$ cat config.mk
export PLATFORM = sky130hd
export DESIGN_NAME = keypad_scan
export DESIGN_NICKNAME = d
export VERILOG_FILES = /design/src/rtl/keypad_scan.sv
export SDC_FILE = /design/constraint.sdc
export NUM_CORES = 1
export LEC_CHECK = 0
export BUFFER_PORTS_ARGS = -buffer_cell sky130_fd_sc_hd__clkbuf_2
export CORE_ASPECT_RATIO = 1.4
export CORE_MARGIN = 1
export CORE_UTILIZATION = 55
export CTS_BUF_LIST = sky130_fd_sc_hd__clkbuf_16
export CTS_CLUSTER_DIAMETER = 80
export DETAILED_ROUTE_END_ITERATION = 12
export GPL_TIMING_DRIVEN = 1
export PLACE_DENSITY_LB_ADDON = 0.05
export SLEW_MARGIN = 20
export SYNTH_ARGS = -nofsm -noshare
export SYNTH_HDL_FRONTEND = slang
export SYNTH_SLANG_ARGS = --single-unit
$ cat constraint.sdc
create_clock -name clk -period 2.3 [get_ports clk]
set_input_delay 0.345 -clock clk [delete_from_list [all_inputs] [get_ports clk]]
set_output_delay 0.345 -clock clk [all_outputs]
set_load 0.02 [all_outputs]
$ cat src/rtl/keypad_scan.sv
// keypad_scan: time-multiplexed reader for a 4x4 active-low key matrix.
//
// One column strobe is driven low at a time. Each column dwells 2**SCAN_BITS clk
// cycles. The synchronized rows are sampled at the end of each dwell. Four dwells
// make one frame. Frame summaries (any key / first key / more than one key) feed a
// debounce FSM. The FSM accepts a press or a release only after DB_SCANS
// consecutive identical frames.
//
// Ports
//   clk          in   system clock
//   reset        in   synchronous, active-high
//   row_n[3:0]   in   matrix rows, active-low, asynchronous to clk
//   col_n[3:0]   out  column strobes, active-low, exactly one low
//   key_code[3:0]out  last accepted key, col*4 + row
//   key_valid    out  one-cycle pulse when a press is accepted
//   key_release  out  one-cycle pulse when a release is accepted
//   key_held     out  high from key_valid until key_release
module keypad_scan #(
  parameter int SCAN_BITS = 16,
  parameter int DB_SCANS  = 4
) (
  input  logic       clk,
  input  logic       reset,
  input  logic [3:0] row_n,
  output logic [3:0] col_n,
  output logic [3:0] key_code,
  output logic       key_valid,
  output logic       key_release,
  output logic       key_held
);

  localparam int CW = $clog2(DB_SCANS + 1);
  // Count value at which the next qualifying frame completes debouncing.
  localparam logic [CW-1:0] CNT_LAST = CW'(DB_SCANS - 1);

  typedef enum logic [1:0] {
    IDLE     = 2'd0,
    PRESS_DB = 2'd1,
    HELD     = 2'd2,
    REL_DB   = 2'd3
  } state_t;

  logic [3:0]           row_meta_r;
  logic [3:0]           row_sync_r;
  logic [SCAN_BITS-1:0] presc_r;
  logic [1:0]           col_idx_r;
  logic                 acc_pressed_r;
  logic                 acc_multi_r;
  logic [3:0]           acc_code_r;
  state_t               state_r;
  logic [3:0]           cand_r;
  logic [CW-1:0]        cnt_r;

  logic                 tick_s;
  logic                 frame_end_s;
  logic                 frame_pressed_s;
  logic                 frame_multi_s;
  logic [3:0]           frame_code_s;
  logic                 good_s;

  assign tick_s      = (presc_r == {SCAN_BITS{1'b1}});
  assign frame_end_s = tick_s && (col_idx_r == 2'd3);
  assign good_s      = frame_pressed_s && !frame_multi_s;

  // Frame summary including the current column's rows, so that the frame-end
  // tick evaluates all four columns. Rows are scanned low index first, which
  // keeps the earliest key in scan order as the frame code.
  always_comb begin
    frame_pressed_s = acc_pressed_r;
    frame_multi_s   = acc_multi_r;
    frame_code_s    = acc_code_r;
    for (int r = 0; r < 4; r++) begin
      if (!row_sync_r[r]) begin
        if (frame_pressed_s) begin
          frame_multi_s = 1'b1;
        end else begin
          frame_pressed_s = 1'b1;
          frame_code_s    = {col_idx_r, 2'(r)};
        end
      end else begin
        frame_multi_s = frame_multi_s;
      end
    end
  end

  // Two-flop synchronizer for the asynchronous row inputs (idle = all high).
  always_ff @(posedge clk) begin
    if (reset) begin
      row_meta_r <= 4'b1111;
      row_sync_r <= 4'b1111;
    end else begin
      row_meta_r <= row_n;
      row_sync_r <= row_meta_r;
    end
  end

  // Prescaler, column strobe sequencing and per-frame accumulation.
  always_ff @(posedge clk) begin
    if (reset) begin
      presc_r       <= '0;
      col_idx_r     <= 2'd0;
      col_n         <= 4'b1110;
      acc_pressed_r <= 1'b0;
      acc_multi_r   <= 1'b0;
      acc_code_r    <= 4'd0;
    end else begin
      presc_r <= presc_r + SCAN_BITS'(1);
      if (tick_s) begin
        col_idx_r <= col_idx_r + 2'd1;
        col_n     <= ~(4'b0001 << (col_idx_r + 2'd1));
        if (frame_end_s) begin
          acc_pressed_r <= 1'b0;
          acc_multi_r   <= 1'b0;
          acc_code_r    <= 4'd0;
        end else begin
          acc_pressed_r <= frame_pressed_s;
          acc_multi_r   <= frame_multi_s;
          acc_code_r    <= frame_code_s;
        end
      end
    end
  end

  // Debounce FSM, evaluated once per frame, with registered event outputs.
  always_ff @(posedge clk) begin
    if (reset) begin
      state_r     <= IDLE;
      cand_r      <= 4'd0;
      cnt_r       <= '0;
      key_code    <= 4'd0;
      key_valid   <= 1'b0;
      key_release <= 1'b0;
      key_held    <= 1'b0;
    end else begin
      key_valid   <= 1'b0;
      key_release <= 1'b0;
      if (frame_end_s) begin
        case (state_r)
          IDLE: begin
            if (good_s) begin
              cand_r <= frame_code_s;
              if (DB_SCANS == 1) begin
                state_r   <= HELD;
                cnt_r     <= '0;
                key_code  <= frame_code_s;
                key_valid <= 1'b1;
                key_held  <= 1'b1;
              end else begin
                state_r <= PRESS_DB;
                cnt_r   <= CW'(1);
              end
            end else begin
              cnt_r <= '0;
            end
          end
          PRESS_DB: begin
            if (good_s && (frame_code_s == cand_r)) begin
              if (cnt_r >= CNT_LAST) begin
                state_r   <= HELD;
                cnt_r     <= '0;
                key_code  <= cand_r;
                key_valid <= 1'b1;
                key_held  <= 1'b1;
              end else begin
                cnt_r <= cnt_r + CW'(1);
              end
            end else begin
              // A changed, multiple or missing key aborts; the next frame
              // starts a fresh candidate from IDLE.
              state_r <= IDLE;
              cnt_r   <= '0;
            end
          end
          HELD: begin
            // Any pressed frame, even a different or multiple key, keeps
            // the current key held: there is no rollover.
            if (!frame_pressed_s) begin
              if (DB_SCANS == 1) begin
                state_r     <= IDLE;
                cnt_r       <= '0;
                key_release <= 1'b1;
                key_held    <= 1'b0;
              end else begin
                state_r <= REL_DB;
                cnt_r   <= CW'(1);
              end
            end else begin
              cnt_r <= '0;
            end
          end
          REL_DB: begin
            if (!frame_pressed_s) begin
              if (cnt_r >= CNT_LAST) begin
                state_r     <= IDLE;
                cnt_r       <= '0;
                key_release <= 1'b1;
                key_held    <= 1'b0;
              end else begin
                cnt_r <= cnt_r + CW'(1);
              end
            end else begin
              // Release bounce: silently back to HELD, key_code untouched.
              state_r <= HELD;
              cnt_r   <= '0;
            end
          end
          default: begin
            state_r <= IDLE;
            cnt_r   <= '0;
          end
        endcase
      end
    end
  end

endmodule
Word level (Yosys, flattened, before mapping):

Cells that the tools add are included.

* logic and storage cells: 93
* bits in writable memories: 0
* input bits: 6
* latch bits: 0
* memories: 0
* flip-flop bits (word level): 52
* output and inout port bits: 11
* ROM bits: 0

* shift operators: 1
* div/mod/pow operators: 0
* equality and inequality tests: 14
* reductions and logical operators: 12
* $lt $le $gt $ge: 1
* $mul: 0
* add/sub/neg operators: 3
* mux-type cells: 42
* bitwise gates (word level): 5

Operator list (number)
* 2-to-1 mux 4 bit: 9
* 2-to-1 mux 1 bit: 21
* adder 16 x 1 -> 16 bit (second input constant): 1
* == test 16 bit (second input constant): 1
* 2-to-1 mux 2 bit: 6
* != test 2 bit (second input constant): 6
* one-hot mux 3 bit (4 select lines): 1
* 2-to-1 mux 3 bit: 3
* one-hot mux 2 bit (4 select lines): 1
* OR reduction 4 bit: 2
* == test 2 bit (second input constant): 3
* != test 3 bit (second input constant): 2
* AND reduction 6 bit: 1
* AND reduction 5 bit: 1
* == test 4 bit: 1
* NOT 1 bit: 4
* NOT 4 bit: 1
* AND reduction 4 bit: 1
* left shift 1 x 2 -> 4 bit (first input constant): 1
* adder 3 x 1 -> 3 bit (second input constant): 1
* >= comparator 3 x 2 -> 1 bit (second input constant): 1
* logical AND 1 bit: 3
* AND reduction 3 bit: 1
* adder 2 x 1 -> 2 bit (second input constant): 1
* other kinds (5): 5

Depth between registers and ports, before layout:

Gate-level depths: netlist (run 1).

* depth after elaboration: 13
* depth in mapped cells: 8
* gate-level depth less buffers: 8

Least setup slack after synthesis (run 1):

Ideal clock, no wire load.

* kind: reg2reg
* start point: register cnt_r[0]
* end point: register cnt_r[2]
* buffers on the path: 0
* setup slack: 0.459 ns
* data arrival time: 1.772 ns
* library setup time: 0.069 ns
* stages on the path, launching flop included: 7
* period minus slack after synthesis: 1.841 ns
* path through: dfxtp_1 ha_1 ha_1 a211o_1 or3b_2 or3_1 o21ai_1

* word-level cells in the longest chain between the ends: 4
* elaborated cells between the ends (all ways): 6
* those cells by class: 1 x add/sub; 1 x order compare; 4 x mux

Ends and longest elaborated chain
* start: declaration: line 52 `logic [CW-1:0] cnt_r;`
* start signal: assignment: line 165 `cnt_r <= cnt_r + CW'(1);`
* start signal: assignment: line 199 `cnt_r <= cnt_r + CW'(1);`
* adder 3 x 1 -> 3 bit / >= comparator 3 x 2 -> 1 bit (equally long branches)
* 2-to-1 mux 3 bit *: line 158, 193
* 2-to-1 mux 3 bit (on tied branches): line 192, 157
* one-hot mux 3 bit (4 select lines) *: line 138 `case (state_r)`

Mark *: on every way between the ends. The rest lies on a longest branch, timed or not.
A chain may end at the register's enable or synchronous reset.

Worst setup path in the final report (run 1):

* start point: register acc_pressed_r
* end point: register cnt_r[0]

* word-level cells in the longest chain between the ends: 13
* elaborated cells between the ends (all ways): 29
* those cells by class: 1 x eq/ne; 25 x mux; 3 x reduce/logical

Ends and longest elaborated chain
* start: declaration: line 47 `logic acc_pressed_r;`
* start signal: assignment: line 116 `acc_pressed_r <= frame_pressed_s;`
* parallel branches: the longest is 12 deep, another holds 2-to-1 mux 4 bit
* one-hot mux 3 bit (4 select lines) *: line 138

Mark *: on every way between the ends.

==> results of run 1 <==
## placed cells by master (no fill, tap or decap), drive strengths merged, types with 4 or more instances in the layout
| cell | Yosys | routed |
|---|---|---|
| nor3 | 9 | 9 |
| a211o | 4 | 4 |
| o21ai | 13 | 13 |
| nand2 | 22 | 22 |
| or2 | 11 | 11 |
| nor2 | 30 | 30 |
| a21oi | 24 | 24 |
| inv | 10 | 10 |
| ha | 7 | 7 |
| xnor2 | 9 | 9 |
| nand3 | 11 | 11 |
| dfxtp | 52 | 52 |
| nand4 | 9 | 9 |
| clkbuf | 7 | 21 |
| buf | 5 | 6 |
| or3 | 7 | 7 |
| xor2 | 7 | 7 |
## metrics by stage
stage               cells  hold WS, ns  util [%]  power [uW]
finish                335        0.239      63.7        1840
global route          335        0.241      63.7        1910
global placement      327        0.391      59.7        1030
CTS                   335        0.235      63.7        1860
floorplan             272        0.389         -        1020
detailed placement    327        0.393      59.7        1030
## report_power, final
group          internal [uW]  switching [uW]  total [uW]
clock network            511             316         827
logic                   35.4            54.8        90.2
registers                911            9.08         920
## cell usage after synthesis, types with 3 or more instances
library cell  number  area share (%)
a211o_1            4             1.5
a211oi_1           3            0.94
a21oi_1           24             5.0
and2_1             3            0.79
buf_2              3            0.63
clkbuf_1           7             1.1
dfxtp_1           52              44
ha_1               7             3.7
inv_1             10             1.6
nand2_1           22             3.5
nand3_1           11             2.3
nand4_1            8             2.1
nor2_1            30             4.7
nor3_1             6             1.3
nor3_2             3             1.3
o21ai_0           10             2.1
o21ai_1            3            0.63
or2_2              8             2.1
or3_1              6             1.6
xnor2_1            9             3.3
xor2_1             7             2.6
## sequential cells by signal, summed over array words and instances (netlist names), 3 cells and up
name        count
cand_r          4
cnt_r           3
key_code        4
row_meta_r      4
presc_r        16
col_n           4
row_sync_r      4
acc_code_r      4
## logic make-up after synthesis
kind of cell	share of synthesized area [%]
buf+inv	4.09
flops	43.6
simple gates	27.5
fa+ha+maj	3.67
mux	0.839
xor+xnor	5.87
compound gates	14.4
## final cells by class
type | instances | area, sq um | area share (%)
Clock buffer | 5 | 125 | 4.68
Clock inverter | 3 | 42.5 | 1.59
Inverter | 10 | 37.5 | 1.40
Multi-Input combinational cell | 198 | 1250 | 46.7
Sequential cell | 52 | 1040 | 38.9
Tap cell | 45 | 56.3 | 2.10
Timing Repair Buffer | 22 | 125 | 4.68
## path summary, 6_finish.rpt
check | from | endpoint | depth (start not counted)
worst max-delay path | acc_pressed_r | cnt_r[0] | 6
worst min-delay path | row_n[2] | row_meta_r[2] | 2
worst max register to register | acc_pressed_r | cnt_r[0] | 6
worst min register to register | row_meta_r[1] | row_sync_r[1] | 1
## critical path, cell delays in order (launching register included)
cell and delay (ns):
dfxtp_1 0.43, a41oi_2 0.31, mux2i_1 0.29, xor2_1 0.20, and4_1 0.37, o21ai_1 0.09, a311oi_1 0.25
## per-layer routing
metal  routed length, um  vias to the layer above
li1                    -                      983
met1                2020                      842
met2                2140                       27
met3                 128                        2
met4                  27                        0
met5                   0                        -
==> flow_results.org, run 1 <==
** Routing
- Drt first-iter violations :: 91
- Post-DR wirelength/cell :: 12.9 um
- Remaining routing DRC violations :: 2
- Detail Route Antenna Nets :: 0
- Vias per Instance :: 5.53
- Summed over all layers, the routed wires come to 4.32 mm.
- Number of search-and-repair iterations in the first detailed-routing pass :: 10
- The routed layout has 1854 vias.

** Placement
- Summing all placed instances gives a cell area of 2510 sq um.
- Prior to clock tree synthesis, the placed netlist has a worst setup slack of 0.281 ns.
- Gp weighted congestion :: 0.835
- Detailed placement finished with a half-perimeter wire length of 3.01 mm.
- Port Buf Inserts :: 16

** Timing
- Fin. Hold Viols :: 0
- Final count of pins violating max slew :: 0
- Fin crit period :: 2.04 ns
- Highest clock frequency the design can meet :: 490 MHz
- Max-slew headroom at the worst pin :: 66.3%
- The worst path meets setup with 0.259 ns of slack.
- Setup violations remaining at the end of the flow were counted as 0.
- Max Clock Skew :: 0.00561 ns
- Total Neg Setup Slack :: 0 ns
- Setup repair after global routing left no endpoint under its margin.
- Tightest Pin Transition :: 0.505 ns
- Tcrit/Tclk final :: 88.7%

** Clock network
- CTS Buffer Depth :: 2
- Setup repair bufs after CTS :: 0
- Hold repair after CTS inserted 0 buffers.
- Clock latency on the worst-skew pair, taken at its later pin, is 0.28 ns.
- CTS saw 52 sinks.
- Clock transition time at the flip-flop clock pins of the worst setup and hold paths :: 0.07 ns
- TritonCTS built the clock tree.
- Buffers inserted during clock tree synthesis total 5.
- Library cell used as clock root buffer :: clkbuf_16
- The number of gates resized after CTS was 0.
- The H-tree was split into 2 levels.

** Critical path
- Along the worst path, the maximum fanout reaches 13.
- Worst path required time :: 2.50 ns
- Data arrival at the endpoint of the critical path :: 2.24 ns
- STA classifies the critical path endpoint as a flop.
- Type of the setup path with the least slack :: flop to flop
- In this run the register-to-register setup slack is 0.26 ns.
- STA classifies the critical path startpoint as a flop.

** Global routing
- Via count of the first global-routing pass :: 1711
- The global routing stage identified its most utilized layer as met2.
- Total routing usage reported by global routing :: 20.3%
- Met2 usage in global routing :: 37.7%
- The total overflow left after global routing is 0.
- Met3 Resource Use GR :: 3.40%
- Number of antenna violations at the first check in global routing :: 0
- The first global-routing pass estimated 7.32 mm of wire.
- Pin count of the biggest net entering global routing :: 53
- Global routing consumed, on the met1 layer, 23.2% of the routing resources.

** Synth
- Async set-or-reset flop fraction in the synthesized netlist :: 0%
- In the synthesized netlist the dominant register cell turns out to be dfxtp_1.
- Yosys printed 0 warnings.
- Count of state elements after synthesis :: 52
- Number of enable flip-flop cells after synthesis :: 0
- Unique masters post-synth :: 48
- Syn Inst Count :: 272
- Seq/Total Area, Yosys :: 43.6%
- In this run the mean area of a mapped cell was 8.78 sq um.
- Cell area after technology mapping :: 2390 sq um
- Syn Nets :: 285

** Run status
- Violated checks :: design-rule violations
- The flow ran to the end, but the final reports show violations.

** Floorplanning
- Measured along the y axis, the die boundary spans 80.0 um.
- Area of the placeable core :: 4200 sq um
- The floorplan step defined a die boundary enclosing 4610 sq um.
- Initial standard-cell utilization of the core :: 56.8%
- Die width :: 57.7 um
- Top-Level Pins :: 17
- Site Rows :: 28

** Pwr
- The analysis attributes to cell leakage a power of 0.00103 uW.
- Maximum resistive drop on vdd :: 494 uV
- Power density relative to cell area :: 687 nW/um^2

** Layout
- After routing the design area is 2680 sq um.
- Number of inserted diodes :: 0
- The final layout contains 302 nets.
- Filler Cell Count :: 375
- Area Overhead vs Synth :: 12.1%
- Cells with a size suffix above 1 make up 16.6% of the layout.

** Min path
- The path class of the tightest hold or removal check is primary input to flop.

** Flow run
- Max-cap violations in this run came to 0.
Power figures use the tool's default switching activity.
==> run 2: changes to the inputs <==
--- a/config.mk
+++ b/config.mk
@@ -8,13 +8,13 @@
 export BUFFER_PORTS_ARGS = -buffer_cell sky130_fd_sc_hd__clkbuf_2
 export CORE_ASPECT_RATIO = 1.4
 export CORE_MARGIN = 1
-export CORE_UTILIZATION = 55
+export CORE_UTILIZATION = 50
 export CTS_BUF_LIST = sky130_fd_sc_hd__clkbuf_16
 export CTS_CLUSTER_DIAMETER = 80
 export DETAILED_ROUTE_END_ITERATION = 12
 export GPL_TIMING_DRIVEN = 1
 export PLACE_DENSITY_LB_ADDON = 0.05
-export SLEW_MARGIN = 20
+export SLEW_MARGIN = 40
 export SYNTH_ARGS = -nofsm -noshare
 export SYNTH_HDL_FRONTEND = slang
 export SYNTH_SLANG_ARGS = --single-unit
==> run 2 against run 1 <==
The run now ends clean. Die area increased by 9.7%. Utilization is 5.2 points lower. Worst hold slack worse by 0.0016 ns. Combinational power about the same. Sequential power about the same. Flip-flop and latch count did not move. Fmax barely moved. First-iteration DRC count down 7.7%. Via count is 0.97% higher. Critical endpoint unchanged.
==> flow_results.org, run 2 (same netlist as run 1, synthesis figures left out) <==
** Run status
- Outcome :: finished, final reports clean

** Critical path
- The worst reg-to-reg path cell count came to 6 (unchanged).
- Data arrival at the endpoint of the critical path :: 2.24 ns (about the same)
- Crit-path max cell delay :: 0.42 ns (about the same)
- CP Max Fanout :: 13 (unchanged)
- Element type at the critical path start :: flop
- Cell family contributing the most delay on the critical path :: compound AO/OA/AOI/OAI gates
- Ordered list of cells on the worst path :: a41oi_2 -> mux2i_1 -> xor2_1 -> and4_1 -> o21ai_1 -> a311oi_1
- The worst endpoint required time is 2.50 ns (about the same).
- For this design, the slowest cell found on the critical path is dfxtp_1.
- Type of the setup path with the least slack :: flop to flop
- The count of buffering cells on the critical path with inverters included came to 0 (unchanged).
- STA classifies the critical path endpoint as a flop.
- The worst register-to-register path begins at acc_pressed_r.
- The endpoint identified for the worst register-to-register timing path is cnt_r[0].
- The minimum setup slack among reg-to-reg paths is 0.26 ns (about the same).

** Timing
- Setup repair after global routing left no endpoint under its margin.
- Tcrit/Tclk final :: 88.8% (about the same)
- Fin. Hold Viols :: 0 (unchanged)
- Final count of pins violating max slew :: 0 (unchanged)
- The worst max-slew margin expressed relative to the limit is 67.0% (+0.70 points).
- Max Clock Skew :: 0.00586 ns (+0.000248 ns)
- The final setup violation count is 0 (unchanged).
- The transition time at the pin with the least slew margin came to 0.494 ns (-0.0104 ns).
- The final worst slack is 0.258 ns (-0.000566 ns).
- The shortest period the worst path allows was 2.04 ns (+0.000566 ns).
- The fmax is 490 MHz (about the same).
- Total Neg Setup Slack :: 0 ns (unchanged)

** Clock network
- The cts-stage hold buffer count was 0 (unchanged).
- Clk_lat worst skew :: 0.28 ns (about the same)
- The quantity of gates resized following cts is 0 (unchanged).
- TritonCTS built the clock tree.
- TritonCTS Sinks :: 52 (unchanged)
- The number of levels the H-tree was split into came to 2 (unchanged).
- CTS Buffer Depth :: 2 (unchanged)
- The register clock-pin slew on the reported worst setup and hold paths was 0.07 ns (about the same).
- Number of buffers added by the clock tree synthesis step :: 5 (unchanged)
- Clock tree synthesis selected as its root buffer the cell clkbuf_16.
- The post-CTS setup repair buffer count is 0 (unchanged).

** Pwr
- Maximum resistive drop on vdd :: 463 uV (-6.2%)
- The leakage power is 0.00103 uW (-0.60%).
- Proportion of total power due to net switching :: 22.1% (+1.4 points)
- Switching power total :: 382 uW (+0.50%)
- The share of power burned in registers was 53.2% (+3.1 points).
- Combinational share of power :: 5.2% (+0.3 points)
- The fraction of power consumed by the clock network was 41.6% (-3.4 points).
- The power density normalized to cell area came to 647 nW/um^2 (-5.8%).
- The overall power after layout was 1730 uW (-5.9%).
- The internal power summed over all cells is 1350 uW (-7.5%).

** Floorplanning
- The standard-cell row count was 29 (+3.6%).
- The die outline height was 83.8 um (+4.8%).
- Die area :: 5060 sq um (+9.7%)
- The die extent in x was 60.4 um (+4.7%).
- The effective utilization at floorplan came to 52.2% (-4.6 points).
- The boundary pin count was 17 (unchanged).
- The core box area is 4570 sq um (+8.7%).

** Global routing
- The global-route wire length before repair was 7.37 mm (+0.67%).
- Via count of the first global-routing pass :: 1717 (+0.35%)
- Number of antenna violations at the first check in global routing :: 0 (unchanged)
- Overflow after GRT :: 0 (unchanged)
- The maximum number of pins on one net before global-route repair was 53 (unchanged).
- The global router's overall resource usage was 19.0% (-1.3 points).

** Layout
- More flip-flops sit in one register than any other, and that register is presc_r.
- The number of flip-flops in the largest register came to 16 (unchanged).
- Area Overhead vs Synth :: 12.0% (about the same)
- The register cell area after layout came to 1040 sq um (unchanged).
- Filler Cell Count :: 435 (+16%)
- The fraction of layout cells with a size suffix above 1 was 16.6% (unchanged).
- Total area of multi-input combinational cells :: 1250 sq um (unchanged)
- The number of antenna repair diodes is 0 (unchanged).
- Most common cell after layout, fill and taps aside :: dfxtp_1
- Final Net Count :: 302 (unchanged)
- In the layout the commonest cells are dfxtp_1 (52), nor2_1 (30), a21oi_1 (24), nand2_1 (22), clkbuf_2 (16).

** Routing
- Detail Route Antenna Nets :: 0 (unchanged)
- The detailed-route wire length was 4.37 mm (+1.3%).
- The starting DRC count in detailed routing was 84 (-7.7%).
- Number of search-and-repair iterations in the first detailed-routing pass :: 4 (-6)
- The post-route DRC violation count was 0 (-2).
- The total via count after detailed routing is 1872 (+0.97%).
- Vias per Instance :: 5.32 (-3.9%)
- Post-DR wirelength/cell :: 12.4 um (-3.6%)

** Placement
- The placed wire-length estimate was 3.11 mm (+3.4%).
- Port Buf Inserts :: 16 (unchanged)
- The final weighted congestion in routability-driven placement is 0.851 (+2.0%).
- Worst slack at placement :: 0.250 ns (-0.0317 ns)

** Min path
- The depth of the worst hold-timing path was 2 (unchanged).
- The path with the worst hold slack has its endpoint at row_meta_r[2].
- The path class of the tightest hold or removal check is primary input to flop.
- Launch instance of the worst min-delay path :: row_n[2]

** Flow run
- The max-capacitance violation count was 0 (unchanged).
==> run 2: cell count changes in the layout (fill, tap and decap cells not counted) <==
| cell | change |
|---|---|
| bufinv_16 | -1 |
| clkinv_2 | +1 |
| clkinv_4 | +1 |
| clkinvlp_4 | -1 |
==> run 2: worst register-to-register path: stages, from the launching register on <==
cell	delay, ns
dfxtp_1	0.42
a41oi_2	0.33
mux2i_1	0.31
xor2_1	0.19
and4_1	0.35
o21ai_1	0.10
a311oi_1	0.25
==> run 2: layout make-up <==
cell class | instances | area share, %
Clock buffer | 5 | 4.68
Clock inverter | 3 | 0.702
Inverter | 10 | 1.40
Multi-Input combinational cell | 198 | 46.7
Sequential cell | 52 | 38.9
Tap cell | 62 | 2.90
Timing Repair Buffer | 22 | 4.68
==> run 2: routing by layer <==
metal  track usage [%]  share of wire, %  vias to the layer above
li1                  -                 -                      979
met1              21.1                46                      867
met2              34.1                50                       22
met3              3.26               2.3                        4
met4              7.61               1.5                        0
met5                 0                 0                        -
==> run 2: metrics by stage <==
stage               cells  hold WS (ns)  area, sq um  utilization [%]
floorplan             272         0.389         2390                -
global placement      344         0.394         2530             55.3
detailed placement    344         0.397         2530             55.3
CTS                   352         0.236         2670             58.5
global route          352         0.242         2670             58.5
finish                352         0.238         2670             58.5
==> run 2: power groups by stage <==
stage,Clock (uW),Combinational [uW],Sequential (uW)
after floorplan,0,78.8,936
after global placement,0,90.8,941
after detailed placement,0,90.6,941
after CTS,738,91.3,920
after global routing,771,101,921
final,719,90.3,920
==> run 2: how the worst max path moves through the flow <==
stage          cells past startpoint     startpoint  slack [ns]       end
6_report                           6  acc_pressed_r        0.26  cnt_r[0]
5_1_grt                            6  acc_pressed_r        0.08  cnt_r[0]
4_1_cts                            6  acc_pressed_r        0.26  cnt_r[0]
3_5_place_dp                       6  acc_pressed_r        0.25  cnt_r[0]
3_3_place_gp                       6  acc_pressed_r        0.34  cnt_r[0]
2_1_floorplan                      6       cnt_r[0]        0.46  cnt_r[2]
